`src/rtl/cheri_branch_sequencer.sv`:
```
// cheri_branch_sequencer
// Sequences control-flow instructions into the CHERI-aware branch unit.
// Plain branches, JAL, JALR and CJALR fire the branch unit one cycle after
// issue. CINVOKE first requests a CLU check, waits for the result, then fires
// the branch unit with the CLU exception held stable. One instruction is in
// flight at a time; the result is held on the writeback port until accepted.
// Optional feature macro: CHERI_BRANCH_CLU_TIMEOUT_EN adds a CLU response
// timeout that raises a capability exception after CLU_TIMEOUT cycles.
module cheri_branch_sequencer #(
  parameter int unsigned TRANS_ID_BITS = 3,
  parameter int unsigned CLU_TIMEOUT   = 16,
  parameter int unsigned EXC_W         = 129
) (
  input  logic                     clk_i,
  input  logic                     rst_ni,
  input  logic                     flush_i,
  input  logic                     issue_valid_i,
  output logic                     issue_ready_o,
  input  logic [TRANS_ID_BITS-1:0] issue_trans_id_i,
  input  logic                     issue_is_cinvoke_i,
  output logic                     clu_req_o,
  input  logic                     clu_valid_i,
  input  logic [EXC_W-1:0]         clu_exception_i,
  output logic                     bu_valid_o,
  output logic [EXC_W-1:0]         bu_clu_exception_o,
  input  logic                     bu_resolve_i,
  input  logic                     bu_mispredict_i,
  input  logic                     bu_exception_valid_i,
  output logic                     wb_valid_o,
  output logic [TRANS_ID_BITS-1:0] wb_trans_id_o,
  output logic                     wb_exception_o,
  output logic                     wb_mispredict_o,
  input  logic                     wb_ready_i,
  output logic                     timeout_o
);

  typedef enum logic [1:0] {
    IDLE     = 2'd0,
    WAIT_CLU = 2'd1,
    FIRE     = 2'd2,
    WB       = 2'd3
  } state_t;

  state_t                   state;
  logic [TRANS_ID_BITS-1:0] trans_id;
  logic                     accept;
  logic                     timeout;

  // An offer is taken only in IDLE and only when neither reset nor flush is active.
  assign accept    = rst_ni & ~flush_i & (state == IDLE) & issue_valid_i;
  // The CLU registers this request, so it is raised in the accepting cycle itself.
  assign clu_req_o = accept & issue_is_cinvoke_i;

`ifdef CHERI_BRANCH_CLU_TIMEOUT_EN
  localparam int unsigned CNT_W = (CLU_TIMEOUT > 2) ? $clog2(CLU_TIMEOUT) : 1;
  localparam logic [63:0] CAP_EXCEPTION = 64'd28;

  logic [CNT_W-1:0] clu_cnt;

  // A real CLU response in the limit cycle wins over the timeout.
  assign timeout   = rst_ni & ~flush_i & (state == WAIT_CLU) & ~clu_valid_i &
                     (clu_cnt == CNT_W'(CLU_TIMEOUT - 1));
  assign timeout_o = timeout;

  // Wait counter: counts cycles spent in WAIT_CLU, zero in every other state.
  always_ff @(posedge clk_i) begin
    if (!rst_ni || flush_i) begin
      clu_cnt <= '0;
    end else if (state != WAIT_CLU) begin
      clu_cnt <= '0;
    end else begin
      clu_cnt <= clu_cnt + CNT_W'(1);
    end
  end
`else
  assign timeout   = 1'b0;
  assign timeout_o = 1'b0;
`endif

  // Main sequencer FSM with registered handshake outputs; flush behaves like reset.
  always_ff @(posedge clk_i) begin
    if (!rst_ni || flush_i) begin
      state              <= IDLE;
      trans_id           <= '0;
      issue_ready_o      <= 1'b1;
      bu_valid_o         <= 1'b0;
      bu_clu_exception_o <= '0;
      wb_valid_o         <= 1'b0;
      wb_trans_id_o      <= '0;
      wb_exception_o     <= 1'b0;
      wb_mispredict_o    <= 1'b0;
    end else begin
      case (state)
        IDLE: begin
          if (issue_valid_i) begin
            trans_id           <= issue_trans_id_i;
            bu_clu_exception_o <= '0;
            issue_ready_o      <= 1'b0;
            if (issue_is_cinvoke_i) begin
              state <= WAIT_CLU;
            end else begin
              state      <= FIRE;
              bu_valid_o <= 1'b1;
            end
          end else begin
            state <= IDLE;
          end
        end
        WAIT_CLU: begin
          if (clu_valid_i) begin
            bu_clu_exception_o <= clu_exception_i;
            bu_valid_o         <= 1'b1;
            state              <= FIRE;
`ifdef CHERI_BRANCH_CLU_TIMEOUT_EN
          end else if (timeout) begin
            bu_clu_exception_o <= EXC_W'({1'b1, CAP_EXCEPTION, 64'd0});
            bu_valid_o         <= 1'b1;
            state              <= FIRE;
`endif
          end else begin
            state <= WAIT_CLU;
          end
        end
        FIRE: begin
          // A missing resolve is a protocol error; the result is latched as zeros.
          bu_valid_o      <= 1'b0;
          wb_valid_o      <= 1'b1;
          wb_trans_id_o   <= trans_id;
          wb_mispredict_o <= bu_resolve_i & bu_mispredict_i;
          wb_exception_o  <= bu_resolve_i & bu_exception_valid_i;
          state           <= WB;
        end
        WB: begin
          if (wb_ready_i) begin
            wb_valid_o    <= 1'b0;
            issue_ready_o <= 1'b1;
            state         <= IDLE;
          end else begin
            state <= WB;
          end
        end
        default: begin
          state         <= IDLE;
          issue_ready_o <= 1'b1;
          bu_valid_o    <= 1'b0;
          wb_valid_o    <= 1'b0;
        end
      endcase
    end
  end

endmodule
```
`config.mk`:
```
export PLATFORM = sky130hd
export DESIGN_NAME = cheri_branch_sequencer
export DESIGN_NICKNAME = d
export VERILOG_FILES = /design/src/rtl/cheri_branch_sequencer.sv
export SDC_FILE = /design/constraint.sdc
export NUM_CORES = 1
export LEC_CHECK = 0
export ABC_AREA = 1
export CORE_UTILIZATION = 40
export DETAILED_ROUTE_END_ITERATION = 7
export HOLD_SLACK_MARGIN = 0.06
export MAX_ROUTING_LAYER = met4
export PLACE_DENSITY = 0.8
export SYNTH_ARGS = -nofsm -noshare
export SYNTH_HDL_FRONTEND = slang
export SYNTH_SLANG_ARGS = --single-unit
```
`constraint.sdc`:
```
create_clock -name clk_i -period 2.92 [get_ports clk_i]
set_clock_uncertainty 0.15 [all_clocks]
set_input_delay 0.584 -clock clk_i [delete_from_list [all_inputs] [get_ports clk_i]]
set_output_delay 0.584 -clock clk_i [all_outputs]
set_load 0.01 [all_outputs]
```
==> impl_metrics.yaml, run 1 <==
sta:
  rsz0062_at_grt: "no"
  setup_tns_ns: 0
  worst_pin_slew_ns: 0.788
  slew_viol_final: 0
  setup_viol: 0
  min_period_ns: 2.68
  finalHoldViolations: 0
  finalCritPeriodShare: 0.919
  max_freq_mhz: 373
  slew_headroom: 0.475
floorplanning:
  fp.dieW_microns: 121
  die_area_sq_um: 14600
  core_area_sq_um: 13800
  die_height_microns: 121
  initial_core_util: 0.408
  boundaryPins: 281
  num_rows: 43
place:
  finalWeightedCongestion: 0.781
  dp_cells: 1061
  portBuffers: 279
  place_hpwl_microns: 10800
clock_network:
  clk_path_buf_depth: 2
  numCtsBuffers: 17
  post_cts_buffers: 0
  cts_tree: "yes"
  numClockSinks: 142
  htreeDepth: 4
  cts_hold_buf: 0
  clk_root_buffer_cell: "clkbuf_16"
  clk_pin_slew_worst_paths_ns: 0.06
  cts_resized: 0
  clkLatencyLatePin_ns: 0.41
global_routing:
  grt_pass1_wl_microns: 28800
  grt_use_total: 0.256
  antenna_found_initial: 0
  grt_max_degree: 132
  overflow: 0
  grt_pass1_vias: 5643
critical_path:
  crit_type: "in2out"
  critPathMaxFanout: 2
  arrival_ns: 1.95
  path_depth: 6
  cp_common_cell: "clkdlybuf4s50_1"
  reg2reg_depth: 5
  slowest_delay_ns: 0.56
  critical_path.top_delay_family: "buffers and inverters"
  worst_setup_path_start_kind: "input pin"
  worstPathRequired_ns: 2.19
  critPathSlowestCell: "clkdlybuf4s50_1"
  crit_chain: "clkdlybuf4s50_1 > inv_1 > nor2_4 > inv_4 > nor2_1 > clkdlybuf4s50_1"
  cp_num_buf_inv: 4
  endpoint_kind: "output port"
logic_synthesis:
  syn-num-nets: 820
  syn_avg_cell_area_sq_um: 8.32
  synth_edf_count: 0
  yosys_register_bits: 142
  yosysMostFrequentCell: "dfxtp_1"
  syn-cell-area_sq_um: 5640
  synth_top_cell_area_share: 0.504
  ys_top_cells_by_area: "dfxtp_1, nand4_1, nand3_1, a21oi_1, buf_2"
  synth_ff_type: "dfxtp_1"
  synth-seq-area-share: 0.504
  synth_common_cells: "dfxtp_1, nand3_1, a21oi_1, nand4_1, buf_2"
  async_reset_ff_frac: 0
  ys.warnings.count: 0
  yosys.area.top_type: "dfxtp_1"
  ys_types: 17
  syn_inst: 678
power:
  power_uw: 4800
  p_per_area_nw_per_um2: 531
  irDropWorstVdd_mv: 0.332
  p_leak_uw: 0.00288
final_layout:
  area_growth_pct: 60.3
  multi_input_area_sq_um: 2340
  regArea_sq_um: 2850
  fillers: 1176
  diodes: 0
  nNetsFinal: 1042
  fin_cells: 1093
  drive_above_1_share: 0.0537
route:
  wl_per_cell_microns: 16.8
  via_per_inst: 5.61
  first_pass_iters: 5
  postRouteAntennaNets: 0
  drc: 0
  num_vias: 6127
  routed_wirelength_microns: 18300
  drt-initial-drc-count: 633
outcome:
  status: "finished, final reports clean"
worst_hold_path:
  worstHoldPathType: "reg2reg"
  hold_depth: 2
flow_run:
  cap_violations: 0
==> report_power, final <==
group	switching, uW	internal (uW)
registers	8.81	1950
logic	243	236
clock network	812	1540
==> worst register-to-register path, delay by kind of cell (launching register included) <==
| family | cells | cell delay [ns] |
|---|---|---|
| buffers and inverters | 2 | 0.91 |
| and+or+nand+nor | 2 | 0.43 |
| DFF | 1 | 0.35 |
| AOI/OAI and AO/OA | 1 | 0.08 |
==> cell families (layout without fill, tap and decap cells) <==
group,count (synthesis),in the layout,share of synthesized area
buf+inv,97,332,0.0831
flops,142,142,0.504
other cells,1,1,0.000665
simple gates,300,300,0.290
compound gates,138,138,0.122
==> layout by cell type, fill, tap and decap left out, types with 2 or more instances in the layout <==
cell type,count
clkdlybuf4s50_1,278
dfxtp_1,141
nand3_1,134
a21oi_1,132
nand4_1,129
nor2_1,20
clkbuf_16,17
nand2_1,13
inv_1,8
buf_4,7
o21ai_0,6
clkbuf_8,5
buf_12,5
bufinv_16,4
inv_4,3
clkinv_2,2
==> metal layers <==
layer | part of all wire | track usage | vias up | routed length, microns
li1 | - | - | 2939 | -
met1 | 0.42 | 0.324 | 2874 | 7730
met2 | 0.47 | 0.386 | 272 | 8710
met3 | 0.078 | 0.0651 | 42 | 1430
met4 | 0.026 | 0.109 | 0 | 468
met5 | 0 | - | - | 0
==> final cells by class <==
type                    count  share of cell area
clock buffers              23              0.0551
clock inverters             9              0.0169
inverters                  10             0.00470
multi-input cells         439               0.259
flip-flops and latches    142               0.315
well taps                 180              0.0249
repair buffers            290               0.325
==> flip-flops by register name, summed over array words and instances, names as in the netlist <==
| signal | flops |
|---|---|
| state | 2 |
| wb_mispredict_o | 1 |
| wb_trans_id_o | 3 |
| trans_id | 3 |
| bu_valid_o | 1 |
| bu_clu_exception_o | 129 |
| wb_exception_o | 1 |
| issue_ready_o | 1 |
| wb_valid_o | 1 |
==> path summary, 6_finish.rpt <==
kind / start / end / slack (ns)
setup / recovery: rst_ni / clu_req_o / 0.24
hold / removal: issue_ready_o / issue_ready_o / 0.30
setup reg to reg: state[0] / bu_clu_exception_o[28] / 0.86
hold reg to reg: issue_ready_o / issue_ready_o / 0.30
==> per-stage QoR <==
step	utilization	setup WS [ns]	area, sq um	hold WS (ns)
global placement	0.607	0.235	8390	0.294
floorplan	-	0.956	5640	0.305
finish	0.654	0.238	9040	0.303
CTS	0.654	0.222	9040	0.306
global route	0.654	0.175	9040	0.341
detailed placement	0.607	0.230	8390	0.293
(Power assumes the default switching activity.)
==> run 2: changes to the inputs <==
--- a/config.mk
+++ b/config.mk
@@ -8,6 +8,7 @@
 export ABC_AREA = 1
 export CORE_UTILIZATION = 40
 export DETAILED_ROUTE_END_ITERATION = 7
+export GPL_TIMING_DRIVEN = 0
 export HOLD_SLACK_MARGIN = 0.06
 export MAX_ROUTING_LAYER = met4
 export PLACE_DENSITY = 0.8
==> impl_metrics.yaml, run 2 (synthesis results as in run 1) <==
outcome:
  status: "finished, final reports clean"
sta:
  max_freq_mhz: 356
  setup_viol: 0
  finalHoldViolations: 0
  worst_pin_slew_ns: 0.600
  slew_headroom: 0.600
  min_period_ns: 2.81
  slew_viol_final: 0
  rsz0062_at_grt: "no"
  finalWorstSetupSlack_ns: 0.107
  finalCritPeriodShare: 0.963
final_layout:
  fillers: 1163
  utilization: 0.670
  largest_register: "bu_clu_exception_o"
  largest_register_ffs: 129
  area_growth_pct: 64.1
  design_area_sq_um: 9260
  multi_input_area_sq_um: 2330
  drive_above_1_share: 0.0963
  nNetsFinal: 1117
  diodes: 0
  fin_cells: 1167
  regArea_sq_um: 2840
  reg_top3: "bu_clu_exception_o (129), trans_id (3), wb_trans_id_o (3)"
  layout_common_cells: "clkdlybuf4s50_1, dfxtp_1, nand3_1"
  layout_commonest_cell: "clkdlybuf4s50_1"
global_routing:
  antenna_found_initial: 0
  grt_max_degree: 17
  grt_pass1_vias: 6111
  grt_use_total: 0.278
  overflow: 0
  grt_pass1_wl_microns: 30600
clock_network:
  htreeDepth: 4
  clk_pin_slew_worst_paths_ns: 0.06
  clkLatencyLatePin_ns: 0.41
  clk_path_buf_depth: 2
  numClockSinks: 142
  cts_hold_buf: 0
  numCtsBuffers: 17
  cts_tree: "yes"
  clk_root_buffer_cell: "clkbuf_16"
route:
  routed_wirelength_microns: 20100
  via_per_inst: 5.55
  drt-initial-drc-count: 512
  drc: 0
  wl_per_cell_microns: 17.2
  num_vias: 6482
  postRouteAntennaNets: 0
  first_pass_iters: 5
critical_path:
  critPathSlowestCell: "clkdlybuf4s50_1"
  slowest_delay_ns: 0.56
  cp_common_cell: "clkdlybuf4s50_1"
  crit_chain: "clkdlybuf4s50_1 > inv_1 > nor2_4 > inv_2 > nor2_1 > clkdlybuf4s50_1"
  critPathMaxFanout: 15
  arrival_ns: 2.08
  worstPathRequired_ns: 2.19
  crit_type: "in2out"
  worst_setup_path_start_kind: "input pin"
  endpoint_kind: "output port"
  cp_num_buf_inv: 4
  critical_path.top_delay_family: "buffers and inverters"
power:
  p_per_area_nw_per_um2: 507
  irDropWorstVdd_mv: 0.337
  seq_power_share: 0.418
  internal-power_uw: 3610
  p_leak_uw: 0.00302
  power_uw: 4700
  p_switching_uw: 1090
  p_sw_frac: 0.232
  p_comb_frac: 0.110
  clkPwrFrac: 0.472
place:
  placed_area_sq_um: 8650
  portBuffers: 278
  finalWeightedCongestion: 0.882
  dp_cells: 1136
  place_hpwl_microns: 14100
  dp_slack_ns: -0.233
floorplanning:
  num_rows: 43
  die_area_sq_um: 14600
  core_area_sq_um: 13800
  die_height_microns: 121
  initial_core_util: 0.408
  fp.dieW_microns: 121
  boundaryPins: 281
flow_run:
  cap_violations: 0
worst_hold_path:
  worstHoldPathType: "reg2reg"
-- run 2: tightest hold or removal path, stage by stage (launching register included) --
cell,delay [ns]
dfxtp_1,0.31
nand2_1,0.06
nand2_1,0.04
-- run 2: layout make-up --
cell class,count,share of cell area
tap,180,0.0243
timing repair buffer,279,0.301
clock inverter,11,0.0151
sequential,142,0.307
clock buffer,20,0.0504
buffer,86,0.0462
inverter,10,0.00405
multi-input combinational,439,0.252
-- run 2: power groups by stage --
stage,clock network (uW),registers [uW],logic (uW)
floorplan,0,2010,204
CTS,2240,1960,514
finish,2220,1960,518
global route,2340,1960,553
detailed placement,0,2010,510
global placement,0,2000,509
-- run 2: worst paths after layout --
check	from	end	cells past startpoint	slack, ns
worst min-delay path	issue_ready_o	issue_ready_o	2	0.30
worst max register to register	state[0]	wb_exception_o	5	1.28
worst max-delay path	rst_ni	clu_req_o	6	0.11
worst min register to register	issue_ready_o	issue_ready_o	2	0.30
-- run 2: repair_timing --
action | in CTS | in global routing
resized for setup | 0 | 0
endpoints found under the setup margin | 1 | 0
buffers inserted | 1 | 0
-- run 2: metal layers --
layer	wire, microns	up-vias	GRT usage
met5	0	-	-
li1	-	3097	-
met3	1530	38	0.0646
met4	572	0	0.119
met2	9750	324	0.453
met1	8250	3023	0.328
-- run 2: stage by stage --
stage	hold WS (ns)	TNS, ns
after floorplan	0.305	0
after global placement	0.295	-0.224
after detailed placement	0.294	-0.233
after CTS	0.305	0
after global routing	0.324	0
final	0.302	0
==> run 3: changes to the inputs <==
--- a/config.mk
+++ b/config.mk
@@ -6,12 +6,14 @@
 export NUM_CORES = 1
 export LEC_CHECK = 0
 export ABC_AREA = 1
+export CORE_ASPECT_RATIO = 1.25
 export CORE_UTILIZATION = 40
+export CTS_BUF_LIST = sky130_fd_sc_hd__clkbuf_8
 export DETAILED_ROUTE_END_ITERATION = 7
 export GPL_TIMING_DRIVEN = 0
 export HOLD_SLACK_MARGIN = 0.06
 export MAX_ROUTING_LAYER = met4
-export PLACE_DENSITY = 0.8
+export PLACE_DENSITY_LB_ADDON = 0.12
 export SYNTH_ARGS = -nofsm -noshare
 export SYNTH_HDL_FRONTEND = slang
 export SYNTH_SLANG_ARGS = --single-unit
==> impl_metrics.yaml, run 3 (synthesis results as in run 1) <==
sta:
  max_freq_mhz: 359
  slew_headroom: 0.605
  finalHoldViolations: 0
  setup_viol: 0
  min_period_ns: 2.79
  slew_viol_final: 0
  finalCritPeriodShare: 0.955
  finalWorstSetupSlack_ns: 0.131
  worst_pin_slew_ns: 0.593
  rsz0062_at_grt: "no"
  hold_ws_ns: 0.306
floorplanning:
  boundaryPins: 281
  core_area_sq_um: 13800
  fp.dieW_microns: 108
  num_rows: 48
  initial_core_util: 0.409
  die_area_sq_um: 14600
  die_height_microns: 135
final_layout:
  area_growth_pct: 60.5
  drive_above_1_share: 0.0942
  largest_register: "bu_clu_exception_o"
  regArea_sq_um: 2840
  reg_top3: "bu_clu_exception_o (129), trans_id (3), wb_trans_id_o (3)"
  layout_commonest_cell: "clkdlybuf4s50_1"
  largest_register_ffs: 129
  layout_common_cells: "clkdlybuf4s50_1, dfxtp_1, nand3_1"
  diodes: 0
  nNetsFinal: 1117
  multi_input_area_sq_um: 2330
  fillers: 1219
  fin_cells: 1162
worst_hold_path:
  holdPathEnd: "issue_ready_o"
  hold_depth: 2
  worstHoldPathType: "reg2reg"
  hold_path_startpoint: "issue_ready_o"
critical_path:
  worstPathRequired_ns: 2.19
  endpoint_kind: "output port"
  cp-startpoint: "rst_ni"
  reg2reg_slack_ns: 1.28
  reg2reg_depth: 5
  arrival_ns: 2.06
  slowest_delay_ns: 0.57
  timing.rr.end: "wb_exception_o"
  crit_type: "in2out"
  critPathSlowestCell: "clkdlybuf4s50_1"
  cp_common_cell: "clkdlybuf4s50_1"
  rr_startpoint: "state[0]"
  critical_path.top_delay_family: "buffers and inverters"
  worst_setup_path_start_kind: "input pin"
  crit_chain: "clkdlybuf4s50_1 > inv_1 > nor2_4 > inv_4 > nor2_1 > clkdlybuf4s50_1"
  critPathMaxFanout: 15
  cp_num_buf_inv: 4
outcome:
  status: "finished, final reports clean"
clock_network:
  clk_root_buffer_cell: "clkbuf_8"
  clkLatencyLatePin_ns: 0.43
  cts_tree: "yes"
  numCtsBuffers: 17
  clk_pin_slew_worst_paths_ns: 0.07
  htreeDepth: 4
  clk_path_buf_depth: 2
  numClockSinks: 142
route:
  drt-initial-drc-count: 449
  first_pass_iters: 5
  drc: 0
  via_per_inst: 5.42
  routed_wirelength_microns: 19400
  postRouteAntennaNets: 0
  wl_per_cell_microns: 16.7
  num_vias: 6296
power:
  seq_power_share: 0.479
  p_sw_frac: 0.255
  clkPwrFrac: 0.396
  p_comb_frac: 0.125
  p_per_area_nw_per_um2: 452
  irDropWorstVdd_mv: 0.331
  internal-power_uw: 3050
  p_leak_uw: 0.00293
  p_switching_uw: 1040
place:
  finalWeightedCongestion: 0.835
  dp_slack_ns: -0.230
  portBuffers: 278
  place_hpwl_microns: 14000
  dp_cells: 1131
global_routing:
  overflow: 0
  grt_use_total: 0.268
  antenna_found_initial: 0
  grt_max_degree: 17
  grt_pass1_vias: 5778
  grt_pass1_wl_microns: 29600
flow_run:
  cap_violations: 0
run 3: cell count changes in the layout (fill, tap and decap cells not counted), sizes merged:
cell,before,now
clkbuf,48,45
clkinv,4,1
clkinvlp,4,5
inv,10,15
run 3: per-layer routing:
| metal | global-route usage | wire [microns] |
|---|---|---|
| met1 | 0.328 | 8110 |
| met2 | 0.427 | 9370 |
| met3 | 0.0652 | 1530 |
| met4 | 0.0921 | 379 |
| met5 | - | 0 |
run 3: stage by stage:
step                area [sq um]  power (uW)   util  TNS (ns)
floorplan                   5640        2210      -         0
global placement            8640        2510  0.626    -0.237
detailed placement          8640        2510  0.626    -0.230
CTS                         9050        4110  0.655         0
global route                9050        4240  0.656         0
finish                      9050        4090  0.656         0
run 3: area by class of cell:
type                    count  share of cell area
clock inverters            14              0.0188
repair buffers            279               0.308
plain buffers              86              0.0473
inverters                  10             0.00442
multi-input cells         439               0.257
well taps                 175              0.0242
clock buffers              17              0.0258
flip-flops and latches    142               0.314
run 3: worst max-delay path by stage:
stage                      endpoint  slack, ns  cells after the start
after floorplan           clu_req_o       0.96                      5
after global placement    clu_req_o      -0.24                      7
after detailed placement  clu_req_o      -0.23                      7
after CTS                 clu_req_o       0.07                      6
after global routing      clu_req_o       0.04                      6
final                     clu_req_o       0.13                      6
run 3: repair_timing:
action / 4_1_cts / 5_1_grt
hold buffers: 0 / 0
setup endpoints to repair: 1 / 1
pin swaps: 1 / 0
buffers inserted: 1 / 0
hold endpoints to repair: 0 / 0
resized for setup: 0 / 2
run 3: worst min-delay path, cell delays in order, from the launching register on:
cell     delay [ns]
dfxtp_1        0.31
nand2_1        0.06
nand2_1        0.04
run 3: power groups by stage:
| stage | Sequential, uW | Clock, uW | Combinational [uW] |
|---|---|---|---|
| 2_1_floorplan | 2010 | 0 | 204 |
| 3_3_place_gp | 2000 | 0 | 509 |
| 3_5_place_dp | 2000 | 0 | 507 |
| 4_1_cts | 1960 | 1650 | 510 |
| 5_1_grt | 1960 | 1720 | 553 |
| 6_report | 1960 | 1620 | 513 |
